[src/rtl/pipe_pkg.sv]
// Shared pipeline definitions: hazard-sequencer state encoding, the canonical
// NOP instruction word and a small helper for recognising a data-cache miss.
package pipe_pkg;

    typedef logic [1:0] state_t;

    localparam logic [1:0] ST_RUN        = 2'd0;
    localparam logic [1:0] ST_DSTALL     = 2'd1;
    localparam logic [1:0] ST_REDIR_WAIT = 2'd2;

    // addi x0, x0, 0
    localparam logic [31:0] NOP_INSN = 32'h00000013;

    // A miss is an issued access that the data cache does not complete now.
    function automatic logic dmem_miss(input logic req, input logic ready);
        return req && !ready;
    endfunction

endpackage

[src/rtl/hazard_loaduse_det.sv]
// Combinational load-use detector: flags an ID instruction that reads the
// destination of a load currently in EX. Writes to x0 never create a hazard.
module hazard_loaduse_det #(
    parameter int REG_AW = 5
) (
    input  logic              i_ex_is_load,
    input  logic [REG_AW-1:0] i_ex_rd,
    input  logic [REG_AW-1:0] i_id_rs1,
    input  logic [REG_AW-1:0] i_id_rs2,
    input  logic              i_id_use_rs1,
    input  logic              i_id_use_rs2,
    output logic              o_hazard
);

    logic w_rd_nonzero;
    logic w_hit_rs1;
    logic w_hit_rs2;

    assign w_rd_nonzero = (i_ex_rd != '0);
    assign w_hit_rs1    = i_id_use_rs1 && (i_id_rs1 == i_ex_rd);
    assign w_hit_rs2    = i_id_use_rs2 && (i_id_rs2 == i_ex_rd);
    assign o_hazard     = i_ex_is_load && w_rd_nonzero && (w_hit_rs1 || w_hit_rs2);

endmodule

[src/rtl/pipe_hazard_ctrl.sv]
// Central pause/flush sequencer for the five-stage pipeline.
// Outputs are combinational from registered state plus current inputs.
// Optional performance counters: define PIPE_HAZARD_CTRL_PERF_EN.
module pipe_hazard_ctrl
    import pipe_pkg::*;
#(
    parameter int XLEN   = 32,
    parameter int REG_AW = 5,
    parameter int PERF_W = 32
) (
    input  logic              clk,
    input  logic              rst_n,
    input  logic              imem_ready,
    input  logic              dmem_req,
    input  logic              dmem_ready,
    input  logic [REG_AW-1:0] id_rs1,
    input  logic [REG_AW-1:0] id_rs2,
    input  logic              id_use_rs1,
    input  logic              id_use_rs2,
    input  logic              ex_is_load,
    input  logic [REG_AW-1:0] ex_rd,
    input  logic              ex_br_taken,
    input  logic [XLEN-1:0]   ex_br_target,
    output logic              pc_pause,
    output logic              pc_redirect,
    output logic [XLEN-1:0]   pc_redirect_target,
    output logic              if_id_pause,
    output logic              if_id_flush,
    output logic              id_ex_pause,
    output logic              id_ex_flush,
    output logic              ex_mem_pause,
    output logic              mem_wb_flush
`ifdef PIPE_HAZARD_CTRL_PERF_EN
    ,
    output logic [PERF_W-1:0] perf_stall_cycles,
    output logic [PERF_W-1:0] perf_flush_count,
    output logic [PERF_W-1:0] perf_loaduse_count
`endif
);

    state_t          r_state;
    logic [XLEN-1:0] r_target;
    logic            r_pending;

    state_t          w_next_state;
    logic [XLEN-1:0] w_next_target;
    logic            w_next_pending;
    logic            w_miss;
    logic            w_loaduse;
    logic            w_loaduse_bubble;

    assign w_miss = dmem_miss(dmem_req, dmem_ready);

    hazard_loaduse_det #(
        .REG_AW (REG_AW)
    ) u_loaduse (
        .i_ex_is_load (ex_is_load),
        .i_ex_rd      (ex_rd),
        .i_id_rs1     (id_rs1),
        .i_id_rs2     (id_rs2),
        .i_id_use_rs1 (id_use_rs1),
        .i_id_use_rs2 (id_use_rs2),
        .o_hazard     (w_loaduse)
    );

    // Decode stage controls and next state; priority is dmem miss > redirect > load-use.
    always_comb begin
        pc_pause           = 1'b0;
        pc_redirect        = 1'b0;
        pc_redirect_target = '0;
        if_id_pause        = 1'b0;
        if_id_flush        = 1'b0;
        id_ex_pause        = 1'b0;
        id_ex_flush        = 1'b0;
        ex_mem_pause       = 1'b0;
        mem_wb_flush       = 1'b0;
        w_loaduse_bubble   = 1'b0;
        w_next_state       = r_state;
        w_next_target      = r_target;
        w_next_pending     = r_pending;

        if (!rst_n) begin
            // Keep bubbles flowing into ID/EX while the core is held in reset.
            if_id_flush = 1'b1;
            id_ex_flush = 1'b1;
        end else begin
            case (r_state)
                ST_RUN: begin
                    if (w_miss) begin
                        pc_pause       = 1'b1;
                        if_id_pause    = 1'b1;
                        id_ex_pause    = 1'b1;
                        ex_mem_pause   = 1'b1;
                        mem_wb_flush   = 1'b1;
                        w_next_state   = ST_DSTALL;
                        w_next_pending = 1'b0;
                    end else if (ex_br_taken) begin
                        if_id_flush = 1'b1;
                        id_ex_flush = 1'b1;
                        if (imem_ready) begin
                            pc_redirect        = 1'b1;
                            pc_redirect_target = ex_br_target;
                        end else begin
                            // Fetch cannot accept the new PC yet: remember it.
                            pc_pause      = 1'b1;
                            w_next_target = ex_br_target;
                            w_next_state  = ST_REDIR_WAIT;
                        end
                    end else if (w_loaduse) begin
                        pc_pause         = 1'b1;
                        if_id_pause      = 1'b1;
                        id_ex_flush      = 1'b1;
                        w_loaduse_bubble = 1'b1;
                    end
                end
                ST_REDIR_WAIT: begin
                    if (w_miss) begin
                        pc_pause       = 1'b1;
                        if_id_pause    = 1'b1;
                        id_ex_pause    = 1'b1;
                        ex_mem_pause   = 1'b1;
                        mem_wb_flush   = 1'b1;
                        w_next_state   = ST_DSTALL;
                        w_next_pending = 1'b1;
                    end else begin
                        // Anything fetched meanwhile is wrong-path; never let it reach ID.
                        if_id_flush = 1'b1;
                        if (imem_ready) begin
                            pc_redirect        = 1'b1;
                            pc_redirect_target = r_target;
                            w_next_state       = ST_RUN;
                        end else begin
                            pc_pause = 1'b1;
                        end
                    end
                end
                ST_DSTALL: begin
                    if (dmem_ready) begin
                        w_next_state   = r_pending ? ST_REDIR_WAIT : ST_RUN;
                        w_next_pending = 1'b0;
                    end else begin
                        pc_pause     = 1'b1;
                        if_id_pause  = 1'b1;
                        id_ex_pause  = 1'b1;
                        ex_mem_pause = 1'b1;
                        mem_wb_flush = 1'b1;
                    end
                end
                default: begin
                    w_next_state   = ST_RUN;
                    w_next_pending = 1'b0;
                end
            endcase
        end
    end

    // Register sequencer state, the held redirect target and the pending-redirect flag.
    always_ff @(posedge clk) begin
        if (!rst_n) begin
            r_state   <= ST_RUN;
            r_target  <= '0;
            r_pending <= 1'b0;
        end else begin
            r_state   <= w_next_state;
            r_target  <= w_next_target;
            r_pending <= w_next_pending;
        end
    end

`ifdef PIPE_HAZARD_CTRL_PERF_EN
    function automatic logic [PERF_W-1:0] sat_inc(input logic [PERF_W-1:0] v);
        return (&v) ? v : v + 1'b1;
    endfunction

    // Saturating event counters for stall cycles, redirects and load-use bubbles.
    always_ff @(posedge clk) begin
        if (!rst_n) begin
            perf_stall_cycles  <= '0;
            perf_flush_count   <= '0;
            perf_loaduse_count <= '0;
        end else begin
            if (pc_pause)         perf_stall_cycles  <= sat_inc(perf_stall_cycles);
            if (pc_redirect)      perf_flush_count   <= sat_inc(perf_flush_count);
            if (w_loaduse_bubble) perf_loaduse_count <= sat_inc(perf_loaduse_count);
        end
    end
`endif

endmodule

[config.mk]
export PLATFORM = sky130hd
export DESIGN_NAME = pipe_hazard_ctrl
export DESIGN_NICKNAME = d
export VERILOG_FILES = /design/src/rtl/pipe_pkg.sv /design/src/rtl/hazard_loaduse_det.sv /design/src/rtl/pipe_hazard_ctrl.sv
export SDC_FILE = /design/constraint.sdc
export NUM_CORES = 1
export LEC_CHECK = 0
export BUFFER_PORTS_ARGS = -buffer_cell sky130_fd_sc_hd__buf_2
export CAP_MARGIN = 20
export CORE_MARGIN = 4
export CORE_UTILIZATION = 25
export CTS_CLUSTER_DIAMETER = 40
export DETAILED_ROUTE_END_ITERATION = 6
export MAX_ROUTING_LAYER = met4
export PLACE_DENSITY = 0.56
export SLEW_MARGIN = 20
export SYNTH_ARGS = -nofsm -noshare
export SYNTH_HDL_FRONTEND = slang
export SYNTH_SLANG_ARGS = --single-unit
[constraint.sdc]
create_clock -name clk -period 6.15 [get_ports clk]
set_clock_uncertainty 0.1 [all_clocks]
set_input_delay 1.845 -clock clk [delete_from_list [all_inputs] [get_ports clk]]
set_output_delay 1.845 -clock clk [all_outputs]
set_load 0.005 [all_outputs]
# == After elaboration in Yosys (flattened, before gate mapping) ==
# Index checks and enable logic that the tools add are counted.
# word_totals
reg_bits,35
inputBits,56
word_cells,77
out_inout_bits,40
# op_classes
mux,49
n_reduce_logical,13
n_eq_ne,10
bitwise_logic,2
# ops
cell,n
two-way mux 32 bit,6
one-hot mux 32 bit (2 select lines),1
two-way mux 1 bit,28
two-way mux 2 bit,7
== test 5 bit,2
inequality test 3 bit (second input constant),3
one-hot mux 1 bit (3 select lines),3
AND reduction 4 bit,2
inequality test 2 bit (second input constant),3
one-hot mux 1 bit (2 select lines),3
one-hot mux 2 bit (3 select lines),1
logical AND 1 bit,5
nonzero test 5 bit,1
AND reduction 3 bit,1
== test 2 x 1 -> 1 bit (second input constant),1
== test 2 bit (second input constant),1
zero test 2 bit,1
inverter 1 bit,2
OR reduction 2 bit,1
zero test 1 bit,1
logical OR 1 bit,1

# == Logic depth before layout (Yosys ltp) ==
# depth
depth_word,9
mapped_depth,7
mapped_depth_nobuf,5

# == By module ==
# Synthesis repeated with hierarchy kept, for this count alone.
# hier_totals
hier_cells,313
hier_area_um2,2148.3
# modules_own_cells
module,instances,area_each_um2,cells_each,seq_area_each_um2
pipe_hazard_ctrl,1,2014.4,296,700.7
hazard_loaduse_det,1,133.9,17,0.0

# == Least setup slack after synthesis ==
# No wires, ideal clock.
# synth_path
path_kind,input to output
startpoint,in ex_rd[0]
endpoint,out if_id_pause
stages,5
slack_ps,1360
arrival_time_ps,2845
path_buffers,0
cell_sequence,or4_1 > o21a_1 > nand3_2 > nor3_1 > a21o_1
# synth_between
elab_chain_cells,9
elab_cells_between_ends,13
cone_classes,2 x eq/ne; 5 x mux; 6 x reduce/logical
# synth_rtl
element,line_no,text
start: declaration,pipe_hazard_ctrl.sv:21,"input logic [REG_AW-1:0] ex_rd,"
== test 5 bit (on tied branches),"hazard_loaduse_det.sv:20, hazard_loaduse_det.sv:21",
logical AND 1 bit (on tied branches),"hazard_loaduse_det.sv:20, hazard_loaduse_det.sv:21",
logical OR 1 bit,hazard_loaduse_det.sv:22,assign o_hazard = i_ex_is_load && w_rd_nonzero && (w_hit_rs1 || w_hit_rs2);
logical AND 1 bit *,hazard_loaduse_det.sv:22,
two-way mux 1 bit *,pipe_hazard_ctrl.sv:109,end else if (w_loaduse) begin
two-way mux 1 bit *,pipe_hazard_ctrl.sv:97,end else if (ex_br_taken) begin
two-way mux 1 bit *,pipe_hazard_ctrl.sv:89,if (w_miss) begin
one-hot mux 1 bit (3 select lines) *,pipe_hazard_ctrl.sv:87,case (r_state)
two-way mux 1 bit *,pipe_hazard_ctrl.sv:82,if (!rst_n) begin
end: declaration,pipe_hazard_ctrl.sv:27,"output logic if_id_pause,"
# Every way passes the cells marked *; elsewhere a longest branch is shown, timed or not.

# == Worst setup path after layout ==
# Same ends and word-level chain as after synthesis.

==> flow_summary.ini <==
[cells_and_area]
diodes = 0
fillers = 865
syn2layout_area_growth_pct = 30.8
drive_gt1_share_pct = 32.3
nets = 414
layout_commonest_cell = buf_2
layout_common_cells = buf_2 (95), nand2_1 (73), nor2_1 (36), dfxtp_1 (35), a22oi_1 (32)

[yosys]
yosys.area_share.adder_pct = 0
synth.cell_area_um2 = 2030
ys_seq_elements = 35
synth_nets = 330
synth_xor_area_share_pct = 4.31
syn_area_per_cell_um2 = 7.42
synthTopCellsByArea = dfxtp_1 (34%), nand2_1 (13%), a22oi_1 (12%)
synth_top_area_cell = dfxtp_1
yosysUniqueCellTypes = 31
synth_top_family_by_area = compound AO/OA/AOI/OAI gates
yosys.area_share.simple_pct = 26.2
synthMuxAreaShare_pct = 0
synth_compound_area_share_pct = 27.4
synth.top_cell.area_share_pct = 34.5
yosys_warnings = 0
synthCells = 274
ys_seq_area_share_pct = 34.5

[setup_path]
cp_cell_sequence = buf_2, or4_1, o21a_1, nand3_2, nor3_1, a21o_1, buf_2
crit_family = simple AND/OR/NAND/NOR gates
criticalPathCategory = in -> out
worstPathMaxFanout = 3
crit_slowest_cell = or4_1
startpoint_type = input port
cp.required_ns = 4.20
worst_path_most_repeated_cell = buf_2
critical_path_buf_inv_count = 2
arrival_ns = 3.14
endpoint_kind = output port
critPathMaxStageDelay_ns = 0.53

[clock_tree]
root_buffer = clkbuf_8
post_cts.repair.setup_buffers = 0
clock_latency_ns = 0.28
path_clk_slew_ns = 0.07
cts_buffer_depth = 2
holdBufCountCts = 0
cts_resized = 0
cts_sinks = 35
cts.htree.levels = 2
cts_inserted_buffers = 5
tritoncts = yes

[die]
die_x_um = 98.2
die_area_um2 = 9640
start_util_pct = 26.0
std_cell_rows = 32
io_pins = 96
core_area_um2 = 7810
die_y_um = 98.2

[outcome]
outcome = finished, final reports clean

[global_route]
grt_remaining_overflow = 0
grt_pass1_wl_um = 9460
grt_max_degree = 39
grt_usage_pct = 12.0
antenna_found_initial = 0
grt_pass1_vias = 2024

[job]
drv_cap = 0

[routing]
antenna_left = 0
via_per_inst = 4.69
firstDrtPassIters = 4
num_vias = 2160
drt_iter0_drc = 79
routedWlPerCell_um = 12.3
route.detailed.drc = 0
wirelength_um = 5660

[timing]
min_period_ns = 5.08
worst_pin_slew_ns = 0.660
rsz0062_at_grt = false
fin_ws_ns = 1.07
hold_viol = 0
clock.fmax_mhz = 197
fin_tns_setup_ns = 0
fin_crit_sh_pct = 82.6
slew_headroom_pct = 55.9
report.final.slew_viol_count = 0
setup_viol = 0

[placement]
place_hpwl_um = 4120
globalplace.congestion = 0.769
dp_slack_ns = 1.06
io_buffer_count = 95

[pwr]
powerDensity_nw_per_um2 = 208
power.leakage_nw = 1.16
fin_total_pwr_mw = 0.553
peakVddDrop_mv = 0.0763

[hold_path]
hp-class = reg -> reg
## cells in the mapped netlist (all sizes together)
master  number
nand2       73
nor2        37
dfxtp       35
a21boi      32
a22oi       32
buf         17
xnor2       10
clkbuf       8
nand3        4
o21ai        4
and3         3
nor3         3
a31oi        2
and2         2
inv          2
nand4        2
a21bo        1
a21o         1
a21oi        1
nor2b        1
o21a         1
o22ai        1
o32ai        1
or4          1
## logic make-up after synthesis
kind of cell	after synthesis
AOI/OAI and AO/OA	76
xor gates and xnor gates	10
buffers and inverters	27
DFF	35
and+or+nand+nor	126
## cell type report
cell class / instances / area, um^2 / area share [%]
clock inverters: 2 / 35.0 / 1.32
flip-flops and latches: 35 / 701 / 26.3
inverters: 2 / 7.51 / 0.282
repair buffers: 102 / 528 / 19.8
clock buffers: 6 / 82.6 / 3.10
multi-input cells: 212 / 1180 / 44.3
well taps: 102 / 128 / 4.80
## path summary, 6_finish.rpt
| check | startpoint | cells past startpoint | endpoint | slack [ns] |
|---|---|---|---|---|
| worst min-delay path | r_target[23] | 2 | r_target[23] | 0.35 |
| worst max-delay path | ex_rd[0] | 7 | if_id_pause | 1.07 |
| worst min register to register | r_target[23] | 2 | r_target[23] | 0.35 |
| worst max register to register | r_state[1] | 5 | r_target[25] | 4.16 |
## state kept, by name, indices dropped and copies added (netlist names)
signal and flops:
r_pending 1, r_state 2, r_target 32
## worst register-to-register path, cell delays in order (launching register included)
cell and delay (ns):
dfxtp_1 0.40, nor3_4 0.29, nand3_1 0.52, buf_4 0.42, nand2_1 0.09, a21boi_1 0.06
## metal layers
metal | global-route usage (%) | up-vias | wire length, um
met5 | - | - | 0
met4 | 2.52 | 0 | 29
met3 | 3.14 | 3 | 436
met2 | 19.2 | 86 | 2500
met1 | 15.4 | 975 | 2690
li1 | - | 1096 | -
## per-stage QoR
stage / hold WS [ns] / cells / instance area, um^2 / utilization (%)
after floorplan: 0.335 / 274 / 2030 / -
after global placement: 0.341 / 453 / 2540 / 32.5
after detailed placement: 0.345 / 453 / 2540 / 32.6
after CTS: 0.356 / 461 / 2660 / 34.1
after global routing: 0.375 / 461 / 2660 / 34.1
final: 0.354 / 461 / 2660 / 34.1
## power breakdown
part,internal (mW),total (mW),switching (mW)
Clock,0.131,0.214,0.0830
Sequential,0.236,0.242,0.00591
Combinational,0.0433,0.0969,0.0536
(Power assumes the default switching activity.)
